File: config.mk
export PLATFORM = sky130hd
export DESIGN_NAME = bit_pattern_detector
export DESIGN_NICKNAME = d
export VERILOG_FILES = /design/src/rtl/bit_pattern_detector.sv
export SDC_FILE = /design/constraint.sdc
export NUM_CORES = 1
export LEC_CHECK = 0
export CORE_MARGIN = 2
export CORE_UTILIZATION = 40
export DETAILED_ROUTE_END_ITERATION = 7
export PLACE_DENSITY_LB_ADDON = 0.15
export SLEW_MARGIN = 15
export SYNTH_ARGS = -nofsm -noshare
export SYNTH_HDL_FRONTEND = slang
export SYNTH_SLANG_ARGS = --single-unit
File: constraint.sdc
create_clock -name clk -period 3.76 [get_ports clk]
set_input_delay 0.94 -clock clk [delete_from_list [all_inputs] [get_ports clk]]
set_output_delay 0.94 -clock clk [all_outputs]
set_load 0.005 [all_outputs]
File: src/rtl/bit_pattern_detector.sv
// bit_pattern_detector
//   Serial pattern matcher. Accepted bits (bit_valid = 1) shift into a
//   PAT_LEN-bit history, MSB = oldest bit. A one-cycle registered match pulse
//   is raised once at least PAT_LEN bits have been seen and the history equals
//   PATTERN. With OVERLAP = 0 the history and fill are dropped after a match.
//
// Ports
//   clk          rising-edge clock
//   reset        asynchronous active-low reset
//   bit_in       serial data bit
//   bit_valid    qualifies bit_in
//   clear        synchronous clear of history, fill and match_count
//   match        one-cycle pulse, the cycle after the completing bit
//   match_count  saturating count of matches since reset/clear
//   hist         current history register (debug)
module bit_pattern_detector #(
  parameter int unsigned        PAT_LEN = 4,
  parameter logic [PAT_LEN-1:0] PATTERN = 4'b1011,
  parameter bit                 OVERLAP = 1'b1,
  parameter int unsigned        CNT_W   = 8
) (
  input  logic               clk,
  input  logic               reset,
  input  logic               bit_in,
  input  logic               bit_valid,
  input  logic               clear,
  output logic               match,
  output logic [CNT_W-1:0]   match_count,
  output logic [PAT_LEN-1:0] hist
);

  localparam int unsigned FILL_W = $clog2(PAT_LEN + 1);

  logic [FILL_W-1:0]  fill;
  logic [PAT_LEN-1:0] hist_shift_c;
  logic [FILL_W-1:0]  fill_inc_c;
  logic               hit_c;

  // Candidate next history/fill and match decision for an accepted bit.
  // Fill gating keeps an all-zero pattern from matching reset-zeroed history.
  always_comb begin
    hist_shift_c = {hist[PAT_LEN-2:0], bit_in};
    fill_inc_c   = (fill == FILL_W'(PAT_LEN)) ? fill : fill + FILL_W'(1);
    hit_c        = bit_valid && !clear &&
                   (fill_inc_c == FILL_W'(PAT_LEN)) &&
                   (hist_shift_c == PATTERN);
  end

  // History, fill, match pulse and saturating match counter.
  always_ff @(posedge clk or negedge reset) begin
    if (!reset) begin
      hist        <= '0;
      fill        <= '0;
      match       <= 1'b0;
      match_count <= '0;
    end else if (clear) begin
      hist        <= '0;
      fill        <= '0;
      match       <= 1'b0;
      match_count <= '0;
    end else begin
      match <= hit_c;
      if (bit_valid) begin
        if (hit_c && !OVERLAP) begin
          hist <= '0;
          fill <= '0;
        end else begin
          hist <= hist_shift_c;
          fill <= fill_inc_c;
        end
        if (hit_c && (match_count != '1)) begin
          match_count <= match_count + CNT_W'(1);
        end
      end
    end
  end

endmodule

==> metrics, run 1 <==
fraction of registers with async set/reset=1.00; Die X=~51 um; final instance area=roughly 0.0011 mm^2; drt drc=0; pwr/cell area=276 mW/mm^2; PnR worst setup slack=1040 ps; largest area contributor in the netlist=dfrtp_1; CTS H-tree lvls=1; CP Launch Type=primary input; CTS tree=built; total core area=just over 0.002 mm^2; Total GRT Usage=0.148; synth cell count leaders=16 x dfrtp_1, 10 x nor2_1, 7 x nand2_1, 4 x mux2i_1; Placed Area=approximately 0.0011 mm^2; Yosys reg bits=16; hold_buf cts=0; Worst Path Class, Setup=primary input to register; drt total wl=between 1.5 and 2 mm; clk sinks=16; area of the multi-input gates=around 440 um^2; crit path DAT=2900 ps; RSZ-0062 raised after global routing=false; Die Ht=approximately 51 um; Max VDD drop=0.000190 V; Peak Freq=0.367 GHz; Post-Place Setup Slack=~730 ps; Max Fanout on Critical Path=8; area grow syn2layout=24.2%; post-synth top area share=0.458; TritonRoute pass-1 iters=3; Final Skew=slightly above 6 ps; Main synth FF type=dfrtp_1; 1st-iter DRT viols=6; cell count after synthesis=84; Avg Inst Size Synth=around 10 um^2; Hold Vio Cnt, Final=0; Worst Tran Pin Value=about 720 ps; FF+latch area=400 um^2; initial antenna violation count=0; Top Ports=18; num rows=16; remaining antenna violation count=0; CTS max path bufs=2; MaxCap Viol Count=0; Final nets=roughly 110; setup TNS=0 ps; port buffer count=17; Synth cell types=37; number of global-route vias before repair=a little under 600; Detailed Place HPWL=1.18 mm; leakage power=between 0.0004 and 0.0005 uW; full die area=around 0.0026 mm^2; hold crit path type=register to register; routed via count=roughly 660; setup bufs post-CTS=0; drt wl/cell=approximately 13 um; Starting Density=0.433; fill count=slightly below 200; Synth Cell Area=a little under 900 um^2; period utilisation layout=0.724; post-synth net total=92; clk root buf=clkbuf_4; crit end category=register; Tmin final=between 2000 and 3000 ps; share of layout cells above drive strength 1=0.118; PostCTS Resize Cnt=0; largest net degree at the start of global routing=17; cts bufs inserted=3; vias per cell=between 5 and 6; number of synthesized flops with an enable pin=0; first-pass GRT wire length=approximately 2.7 mm; routability cong.=about 0.76; outcome=finished clean; Relative slew margins=0.519; sequential-to-total area share from yosys stat=0.458; Clock transition at path regs=80 ps; grt ovf=0; clock latency on the worst-skew pair=slightly below 300 ps; final setup violation count=0; Pins Over Slew Limit=0; Critical Path RT=3940 ps; top-count cell post-synth=dfrtp_1; Ys Warns=0; diode count=0; ranking of synthesized cells by area=dfrtp_1 46%, mux2i_1 4.6%, ha_1 4.3%, nor2_1 4.3%, nand2_1 3.0%
## layout by cell type (no fill, tap or decap), types with 2 or more instances in the layout
cell type,instances
clkdlybuf4s50_1,17
dfrtp_1,16
nor2_1,10
nand2_1,7
mux2i_1,4
and3_1,3
nand3_1,3
ha_1,3
clkbuf_4,3
inv_1,2
mux2_2,2
xor2_1,2
nand2b_1,2
a21oi_1,2
o21ai_0,2
a21o_1,2
nand4_1,2
## state kept, by name, indices dropped and copies added (netlist names)
| signal | flops |
|---|---|
| fill | 3 |
| hist | 4 |
| match | 1 |
| match_count | 8 |
## power breakdown
part	switching [uW]	total (uW)	internal [uW]
clock	49.4	86.7	37.3
sequential	3.64	179	175
combinational	18.0	34.2	16.2
## cell families after synthesis
group,after synthesis,synth area share
adder cells (fa/ha/maj),3,0.0429
multiplexers,6,0.0715
buffers and inverters,5,0.0343
XOR/XNOR,3,0.0300
AO/OA/AOI/OAI,11,0.0887
AND/OR/NAND/NOR,40,0.275
flip-flops,16,0.458
## layer usage
layer	vias up	wire length [um]	global-route usage
met4	0	36	0.0811
li1	332	-	-
met3	5	64	0.0655
met2	11	701	0.197
met5	-	0	0
met1	315	821	0.198
## path summary, 6_finish.rpt
kind                                startpoint                    endpoint  slack, ps  depth (start not counted)
max                                  bit_valid  match_count[5]$_DFFE_PN0P_       1040                          6
min                        hist[3]$_DFFE_PN0P_         hist[3]$_DFFE_PN0P_        540                          2
max reg2reg                fill[0]$_DFFE_PN0P_  match_count[5]$_DFFE_PN0P_       1680                          7
min reg2reg                hist[3]$_DFFE_PN0P_         hist[3]$_DFFE_PN0P_        540                          2
max in group asynchronous                reset  match_count[7]$_DFFE_PN0P_       2230                          1
min in group asynchronous                reset         fill[0]$_DFFE_PN0P_       1080                          1
## worst max-delay path, stage by stage
cell             delay, ps
clkdlybuf4s50_1        710
nand2b_2               140
nor4_4                 390
and3_4                 300
nor2_2                  80
a221o_1                340
## final cells by class
type	count	area share
tap	27	0.0311
inverter	2	0.00691
multi-input combinational	63	0.409
clock buffer	3	0.0207
sequential	16	0.369
timing repair buffer	18	0.164
## through the flow
| step | power, uW | hold slack [ps] | std cells | utilization |
|---|---|---|---|---|
| after global routing | 320 | 571 | 129 | 0.537 |
| after global placement | 217 | 513 | 126 | 0.526 |
| after CTS | 306 | 541 | 129 | 0.537 |
| after floorplan | 203 | 510 | 84 | - |
| after detailed placement | 217 | 522 | 126 | 0.526 |
| final | 300 | 541 | 129 | 0.537 |
Power figures use the tool's default switching activity.
==> run 2: changes to the inputs <==
==> constraint.sdc (replaced) <==
create_clock -name clk -period 2.6 [get_ports clk]
set_input_delay 0.65 -clock clk [delete_from_list [all_inputs] [get_ports clk]]
set_output_delay 0.65 -clock clk [all_outputs]
set_load 0.005 [all_outputs]
==> metrics, run 2 (same netlist as run 1, synthesis figures left out) <==
Max Fanout on Critical Path=8 (unchanged); drt total wl=1.64 mm (+1.2%); fin cells=132 (+2.3%); CTS tree=built; pwr/cell area=423 mW/mm^2 (+53%); Final nets=114 (+1.8%); Top Ports=18 (unchanged); routability cong.=0.707 (-6.5%); MaxCap Viol Count=0 (unchanged); port buffer count=17 (unchanged); Detailed Place HPWL=1.24 mm (+4.9%); Starting Density=0.433 (unchanged); Combinational Power Share=0.107 (-0.007); 1st-iter DRT viols=9 (+3); crit path DAT=2270 ps (-630 ps); most common cell after layout, fill and taps aside=clkdlybuf4s50_1; cts bufs inserted=3 (unchanged); vias per cell=5.02 (-2.3%); setup bufs post-CTS=0 (unchanged); clock latency on the worst-skew pair=280 ps (about the same); outcome=finished clean; drt drc=0 (unchanged); CP Launch Type=primary input; Relative slew margins=0.529 (+0.00989); switch share=0.231 (-0.00622); clk sinks=16 (unchanged); drt wl/cell=12.4 um (-1.1%); Internal=363 uW (+59%); Clock transition at path regs=100 ps (+20 ps); diode count=0 (unchanged); fill count=180 (-7.7%); Final Skew=5.30 ps (-0.836 ps); max reg flops=8 (unchanged); area grow syn2layout=27.5%; largest net degree at the start of global routing=17 (unchanged); number of global-route vias before repair=659 (+13%); TritonRoute pass-1 iters=4 (+1); first-pass GRT wire length=2.97 mm (+10%); Total GRT Usage=0.154 (+0.00620); clk root buf=clkbuf_4; Clk pwr share=0.344 (+0.055); final setup violation count=0 (unchanged); RSZ-0062 raised after global routing=false; Pins Over Slew Limit=0 (unchanged); Top Registers=match_count x8, hist x4, fill x3; CTS H-tree lvls=1 (unchanged); hold_buf cts=0 (unchanged); total core area=0.00202 mm^2 (unchanged); leakage power=0.000515 uW (+3.5%); Largest Register=match_count; CP Buf/Inv Count=1 (unchanged); crit end category=register; routed via count=663 (unchanged); CP cell instances=clkdlybuf4s50_1, nand2b_2, nor4_4, and3_4, nor2_2, a221o_1; Worst Path Class, Setup=primary input to register; CP max-delay cell=clkdlybuf4s50_1; CP delay by family, top=simple AND/OR/NAND/NOR gates; Hold Vio Cnt, Final=0 (unchanged); Worst Tran Pin Value=704 ps (-14.8 ps); initial antenna violation count=0 (unchanged); most frequent cells in the layout=17 x clkdlybuf4s50_1, 16 x dfrtp_1, 10 x nor2_1; share of layout cells above drive strength 1=0.143 (+0.0252); Peak Freq=approximately 0.48 GHz; Tmin final=roughly 2100 ps; CTS max path bufs=2 (unchanged); num rows=16 (unchanged); Critical Path RT=2780 ps (-1160 ps); share of power burned in registers=0.549 (-0.048); remaining antenna violation count=0 (unchanged); hold crit path type=register to register; Max VDD drop=0.000324 V (+70%); Inst Count DP=128 (+1.6%); sw power=109 uW (+53%); PostCTS Resize Cnt=0 (unchanged); Critical Path Max Stage Delay=420 ps (-290 ps); period utilisation layout=0.806; setup TNS=0 ps (unchanged); grt ovf=0 (unchanged); Die Ht=50.8 um (unchanged); full die area=0.00258 mm^2 (unchanged); Die X=50.8 um (unchanged)
==> run 2: final cells by class <==
cell class / count / area [um^2] / share of cell area
repair buffers: 20 / 193 / 0.173
flip-flops and latches: 16 / 400 / 0.359
well taps: 27 / 33.8 / 0.0303
clock buffers: 4 / 36.3 / 0.0325
multi-input cells: 63 / 444 / 0.398
inverters: 2 / 7.51 / 0.00673
==> run 2: worst register-to-register path: stages (launching register included) <==
cell     delay [ps]
dfrtp_1         430
inv_1           100
ha_1            170
and3b_1         210
nor4_4          240
and3_4          280
nor2_2           80
a221o_1         340
==> run 2: power by group through the flow <==
stage	clock [uW]	combinational, uW	sequential [uW]
3_5_place_dp	0	51.3	264
4_1_cts	169	51.6	259
3_3_place_gp	0	49.8	264
5_1_grt	182	56.8	260
6_report	162	50.4	259
2_1_floorplan	0	30.1	263
==> run 2: per-stage QoR <==
stage          hold WS [ps]  total power [uW]  instance area, um^2  utilization  setup slack, ps
4_1_cts                 546               480                 1110        0.551              493
6_report                536               472                 1110        0.551              504
3_5_place_dp            524               316                 1080        0.533              186
5_1_grt                 577               498                 1110        0.551              416
2_1_floorplan           354               293                  875            -              538
3_3_place_gp            508               314                 1080        0.533              223
==> run 2: routing by layer <==
layer / vias up / global-route usage / part of all wire
met2: 8 / 0.228 / 0.46
met1: 312 / 0.207 / 0.49
met3: 2 / 0.0476 / 0.035
met5: - / 0 / 0
met4: 0 / 0.0676 / 0.012
li1: 341 / - / -
==> run 2: final timing paths <==
kind / from / end / slack (ps) / cells after the start
worst min register to register: hist[3]$_DFFE_PN0P_ / hist[3]$_DFFE_PN0P_ / 540 / 2
worst max register to register: fill[0]$_DFFE_PN0P_ / match_count[5]$_DFFE_PN0P_ / 650 / 7
worst max-delay path: clear / match_count[5]$_DFFE_PN0P_ / 500 / 6
max in group asynchronous: reset / match_count[1]$_DFFE_PN0P_ / 1370 / 1
min in group asynchronous: reset / match_count[6]$_DFFE_PN0P_ / 780 / 1
worst min-delay path: hist[3]$_DFFE_PN0P_ / hist[3]$_DFFE_PN0P_ / 540 / 2
==> edit 1: new RTL, config.mk and constraints of run 1 <==
Set the parameter `OVERLAP` to 1'b0 (it was 1'b1).
--- a/src/rtl/bit_pattern_detector.sv
+++ b/src/rtl/bit_pattern_detector.sv
@@ -16,7 +16,7 @@
 module bit_pattern_detector #(
   parameter int unsigned        PAT_LEN = 4,
   parameter logic [PAT_LEN-1:0] PATTERN = 4'b1011,
-  parameter bit                 OVERLAP = 1'b1,
+  parameter bit                 OVERLAP = 1'b0,
   parameter int unsigned        CNT_W   = 8
 ) (
   input  logic               clk,
Function: changed (a bounded check fails within 10 cycles, from zero or initial values and one cycle with reset low).
==> edit 1 against run 1 <==
Count of clock-buffer cells in the layout did not move; first-iteration DRC count rose by 120%; sequential cell count did not move; setup slack got worse by 170 ps; die area fell by 4.9%; non-clock buffer count rose by 1; synthesized area fell by 5.3%; power fell by 1.9%; design area fell by 3.2%; hold slack improved by 3.7 ps; routed wire length rose by 4.1%.
==> edit 1: results (changes against run 1) <==
- Top post-synthesis cells by count: 16 x dfrtp_1, 8 x a21oi_1, 8 x nand2_1, 8 x nor2_1, 6 x nand3_1 (was 16 x dfrtp_1, 10 x nor2_1, 7 x nand2_1, 4 x mux2i_1)
- R2r setup slk: 1450 ps (was 1680 ps)
- Share of layout cells above drive strength 1: 0.0762 (was 0.118)
- Maximum VDD drop: 217 µV (was 190 µV)
- Ant diodes: 0 (unchanged)
- Post-synthesis sequential area ratio: 0.483 (was 0.458)
- Non-clock inverters: 6 (was 2)
- Initial DRC Count: 13 (was 6)
- H-tree Lvls: 1 (unchanged)
- Post-DP Area: 1030 µm² (was 1060 µm²)
- Post-DP HPWL: 1260 µm (was 1180 µm)
- Port Buf Inserts: 17 (unchanged)
- Placed insts: 129 (was 126)
- FF/Latch Area: 400 µm² (unchanged)
- Hold slack: 545 ps (was 541 ps)
- TritonRoute pass-1 iters: 4 (was 3)
- Signal buf overhead: 0.176 (was 0.164)
- Non-filler cells, final: 132 (was 129)
- Fraction of area in registers: 0.381 (was 0.369)
- DP Worst Slack: 610 ps (was 729 ps)
- Final #Nets: 115 (was 112)
- Switching pwr: 0.0673 mW (was 0.0710 mW)
- Synth Flop Type: dfrtp_1 (unchanged)
- Syn Inst Count: 86 (was 84)
- Via count: 699 (was 663)
- #MultiIn Comb: 61 (was 63)
- Clk tree area frac: 0.0214 (was 0.0207)
- Worst Path Max Fanout: 11 (was 8)
- Global-route wire length before repair: 3010 µm (was 2700 µm)
- Final WL: 1690 µm (was 1620 µm)
- Post-synthesis cell type count: 28 (was 37)
- Nonclk buf count: 19 (was 18)
- Final Skew: 2.16 ps (was 6.14 ps)
- Final Wtd Congestion: 0.741 (was 0.757)
- Fraction of area in multi-input gates: 0.368 (was 0.409)
- Synth async-reset ratio: 1.00 (unchanged)
- Skew-Pair Late Insertion Delay: 270 ps (was 290 ps)
- Slew @ Worst Pin: 708 ps (was 719 ps)
- Status: complete, no violations (unchanged)
- Largest class: sequential cells (was multi-input gates)
- Hold crit path type: flop to flop (unchanged)
- Syn nets: 94 (was 92)
- Crit path largest cell delay: 680 ps (was 710 ps)
- Area contributors post-synth: dfrtp_1 48%, a21oi_1 4.8%, mux2i_1 4.8% (was dfrtp_1 46%, mux2i_1 4.6%, ha_1 4.3%)
- Mapped cell area: 828 µm² (was 875 µm²)
- Min Tclk post-route: 2890 ps (was 2720 ps)
- Flop pwr share: 0.608 (was 0.597)
- Vias in the first global route: 690 (was 583)
- P_comb: 0.0313 mW (was 0.0342 mW)
- Regs by FF count: match_count: 8 flops, hist: 4 flops, fill: 3 flops (unchanged)
- Total track usage: 0.158 (was 0.148)
- Pleak: 0.437 nW (was 0.498 nW)
- FILL cells: 196 (was 195)
edit 1: cell families (layout without fill, tap and decap cells):
family / after synthesis / after routing / synth area share
xor+xnor: 2 / 2 / 0.0212
mux: 5 / 5 / 0.0619
compound gates: 15 / 15 / 0.112
simple gates: 36 / 36 / 0.227
fa+ha+maj: 3 / 3 / 0.0453
flops: 16 / 16 / 0.483
buf+inv: 9 / 28 / 0.0498
edit 1: final timing paths:
path                                     start        endpoint  cells past startpoint
worst max register to register         fill[0]  match_count[4]                      7
min in group asynchronous                reset           match                      1
worst max-delay path                 bit_valid  match_count[4]                      5
worst min-delay path            match_count[0]  match_count[0]                      1
worst min register to register  match_count[0]  match_count[0]                      1
max in group asynchronous                reset         hist[2]                      1
edit 1: per-layer routing:
metal / GRT usage / vias to the layer above / wire length [µm]
met5: 0 / - / 0
met4: 0.0694 / 0 / 17
met3: 0.0212 / 2 / 48
met2: 0.239 / 14 / 779
met1: 0.227 / 340 / 845
li1: - / 343 / -
==> edit 2: new RTL, config.mk and constraints of run 1 <==
Without the edit above. Add an input register stage for `bit_in`, `bit_valid` and `clear`, cleared by the reset; this delays them by one clock.
--- a/src/rtl/bit_pattern_detector.sv
+++ b/src/rtl/bit_pattern_detector.sv
@@ -31,6 +31,22 @@
 
   localparam int unsigned FILL_W = $clog2(PAT_LEN + 1);
 
+  logic bit_q;
+  logic bit_valid_q;
+  logic clear_q;
+
+  always_ff @(posedge clk or negedge reset) begin
+    if (!reset) begin
+      bit_q       <= '0;
+      bit_valid_q <= '0;
+      clear_q     <= '0;
+    end else begin
+      bit_q       <= bit_in;
+      bit_valid_q <= bit_valid;
+      clear_q     <= clear;
+    end
+  end
+
   logic [FILL_W-1:0]  fill;
   logic [PAT_LEN-1:0] hist_shift_c;
   logic [FILL_W-1:0]  fill_inc_c;
@@ -39,9 +55,9 @@
   // Candidate next history/fill and match decision for an accepted bit.
   // Fill gating keeps an all-zero pattern from matching reset-zeroed history.
   always_comb begin
-    hist_shift_c = {hist[PAT_LEN-2:0], bit_in};
+    hist_shift_c = {hist[PAT_LEN-2:0], bit_q};
     fill_inc_c   = (fill == FILL_W'(PAT_LEN)) ? fill : fill + FILL_W'(1);
-    hit_c        = bit_valid && !clear &&
+    hit_c        = bit_valid_q && !clear_q &&
                    (fill_inc_c == FILL_W'(PAT_LEN)) &&
                    (hist_shift_c == PATTERN);
   end
@@ -53,14 +69,14 @@
       fill        <= '0;
       match       <= 1'b0;
       match_count <= '0;
-    end else if (clear) begin
+    end else if (clear_q) begin
       hist        <= '0;
       fill        <= '0;
       match       <= 1'b0;
       match_count <= '0;
     end else begin
       match <= hit_c;
-      if (bit_valid) begin
+      if (bit_valid_q) begin
         if (hit_c && !OVERLAP) begin
           hist <= '0;
           fill <= '0;
Formal check against the unedited RTL: not equivalent (a bounded check fails within 4 cycles, from zero or initial values and one cycle with reset low).
==> edit 2 against run 1 <==
Hold slack lost 2.6 ps; fmax grew 21%; via count grew 6.9%; synthesized cell count grew 8.3%; die area grew 9.5%; routed wire length grew 5.4%; sequential cell count grew 3; first-iteration DRC count shrank 33%; design area grew 7.4%; global-route usage grew 0.28 points; setup slack gained 480 ps; critical path depth shrank 5; power grew 17%; synthesized area grew 10%; critical path type is now flop to primary output; largest cell class is now sequential cells; highest routed layer unchanged.
==> edit 2: results (changes against run 1) <==
- Final WL: 1710 µm (was 1620 µm)
- Global-route wire length before repair: 2990 µm (was 2700 µm)
- WP data arrival: 1300 ps (was 2900 ps)
- H-tree Lvls: 1 (unchanged)
- Switching pwr: 0.0852 mW (was 0.0710 mW)
- Share of layout cells above drive strength 1: 0.138 (was 0.118)
- Post-CTS Resized: 0 (unchanged)
- Clock Path Buffers: 2 (unchanged)
- Slew @ Worst Pin: 821 ps (was 719 ps)
- Post-DP HPWL: 1220 µm (was 1180 µm)
- DP Worst Slack: 1660 ps (was 729 ps)
- Post-synthesis sequential area ratio: 0.493 (was 0.458)
- Largest net degree at the start of global routing: 20 (was 17)
- Worst Path Max Fanout: 6 (was 8)
- Final Wtd Congestion: 0.722 (was 0.757)
- R2r setup slk: 1650 ps (was 1680 ps)
- Final #Nets: 118 (was 112)
- Vias in the first global route: 658 (was 583)
- Synth Warn #: 0 (unchanged)
- Area contributors post-synth: dfrtp_1 49%, nor2_1 5.8%, mux2i_1 5.2% (was dfrtp_1 46%, mux2i_1 4.6%, ha_1 4.3%)
- Skew-Pair Late Insertion Delay: 300 ps
- Maximum VDD drop: 195 µV (was 190 µV)
- Clk pin slew, worst setup/hold paths: 100 ps (was 80 ps)
- Ant diodes: 0 (unchanged)
- Synth Flop Type: dfrtp_1 (unchanged)
- Top post-synthesis cells by count: 19 x dfrtp_1, 15 x nor2_1, 8 x nand2_1, 5 x mux2i_1 (was 16 x dfrtp_1, 10 x nor2_1, 7 x nand2_1, 4 x mux2i_1)
- Via count: 709 (was 663)
- Pleak: 0.516 nW (was 0.498 nW)
- CP top delay family: buffers and inverters (was simple AND/OR/NAND/NOR gates)
- HP Start: hist[3] (unchanged)
- Final Skew: 2.84 ps (was 6.14 ps)
- Worst reg2reg startpoint: fill[0] (unchanged)
- Total track usage: 0.151 (was 0.148)
- WHS Path Cells: 2 (unchanged)
- Crit path largest cell delay: 540 ps (was 710 ps)
- Initial DRC Count: 4 (was 6)
- Post-synthesis cell type count: 29 (was 37)
- Hold EP: hist[3] (unchanged)
- Post-DP Area: 1140 µm² (was 1060 µm²)
- Syn nets: 99 (was 92)
- R2r endpoint: match_count[7] (was match_count[5])
- TritonRoute pass-1 iters: 4 (was 3)
- Hold crit path type: flop to flop (unchanged)
- Status: complete, no violations (unchanged)
- Synth async-reset ratio: 1.00 (unchanged)
## edit 2: power groups by stage
| stage | clock (mW) | combinational (mW) | sequential, mW |
|---|---|---|---|
| global route | 0.122 | 0.0341 | 0.219 |
| finish | 0.103 | 0.0297 | 0.218 |
| detailed placement | 0 | 0.0303 | 0.222 |
| CTS | 0.107 | 0.0304 | 0.218 |
| floorplan | 0 | 0.0233 | 0.217 |
| global placement | 0 | 0.0298 | 0.222 |
## edit 2: layout make-up
cell class,count,area [µm²]
multi-input combinational,66,447
inverter,3,11.3
sequential,19,475
timing repair buffer,17,170
fill,224,1090
clock inverter,1,5.00
tap,28,35.0
clock buffer,3,22.5
## edit 2: kinds of logic after synthesis
kind of cell               Yosys count  share of synthesized area
xor gates and xnor gates             3                     0.0272
AOI/OAI and AO/OA                    6                     0.0337
muxes                                9                     0.0986
and+or+nand+nor                     45                      0.265
adders and majority gates            3                     0.0389
buffers and inverters                6                     0.0441
DFF                                 19                      0.493
## edit 2: how the worst max path moves through the flow
stage | startpoint | endpoint | slack, ps
after floorplan | fill[0] | match_count[7] | 1790
after global placement | reset | match_count[4] | 1710
after detailed placement | fill[0] | match_count[7] | 1660
after CTS | match_count[2] | match_count[2] | 1510
after global routing | match_count[2] | match_count[2] | 1460
final | match_count[2] | match_count[2] | 1520
## edit 2: metal layers
layer  vias to the layer above  part of all wire  global-route usage
met5                         -                 0                   0
met4                         0             0.020              0.0769
met3                         5             0.040              0.0395
met2                        13              0.46               0.219
met1                       347              0.48               0.205
li1                        344                 -                   -
## edit 2: stage by stage
stage / cells / util / hold slack, ps
2_1_floorplan: 91 / - / 490
3_3_place_gp: 133 / 0.505 / 502
3_5_place_dp: 133 / 0.505 / 519
4_1_cts: 137 / 0.517 / 546
5_1_grt: 137 / 0.517 / 577
6_report: 137 / 0.517 / 538
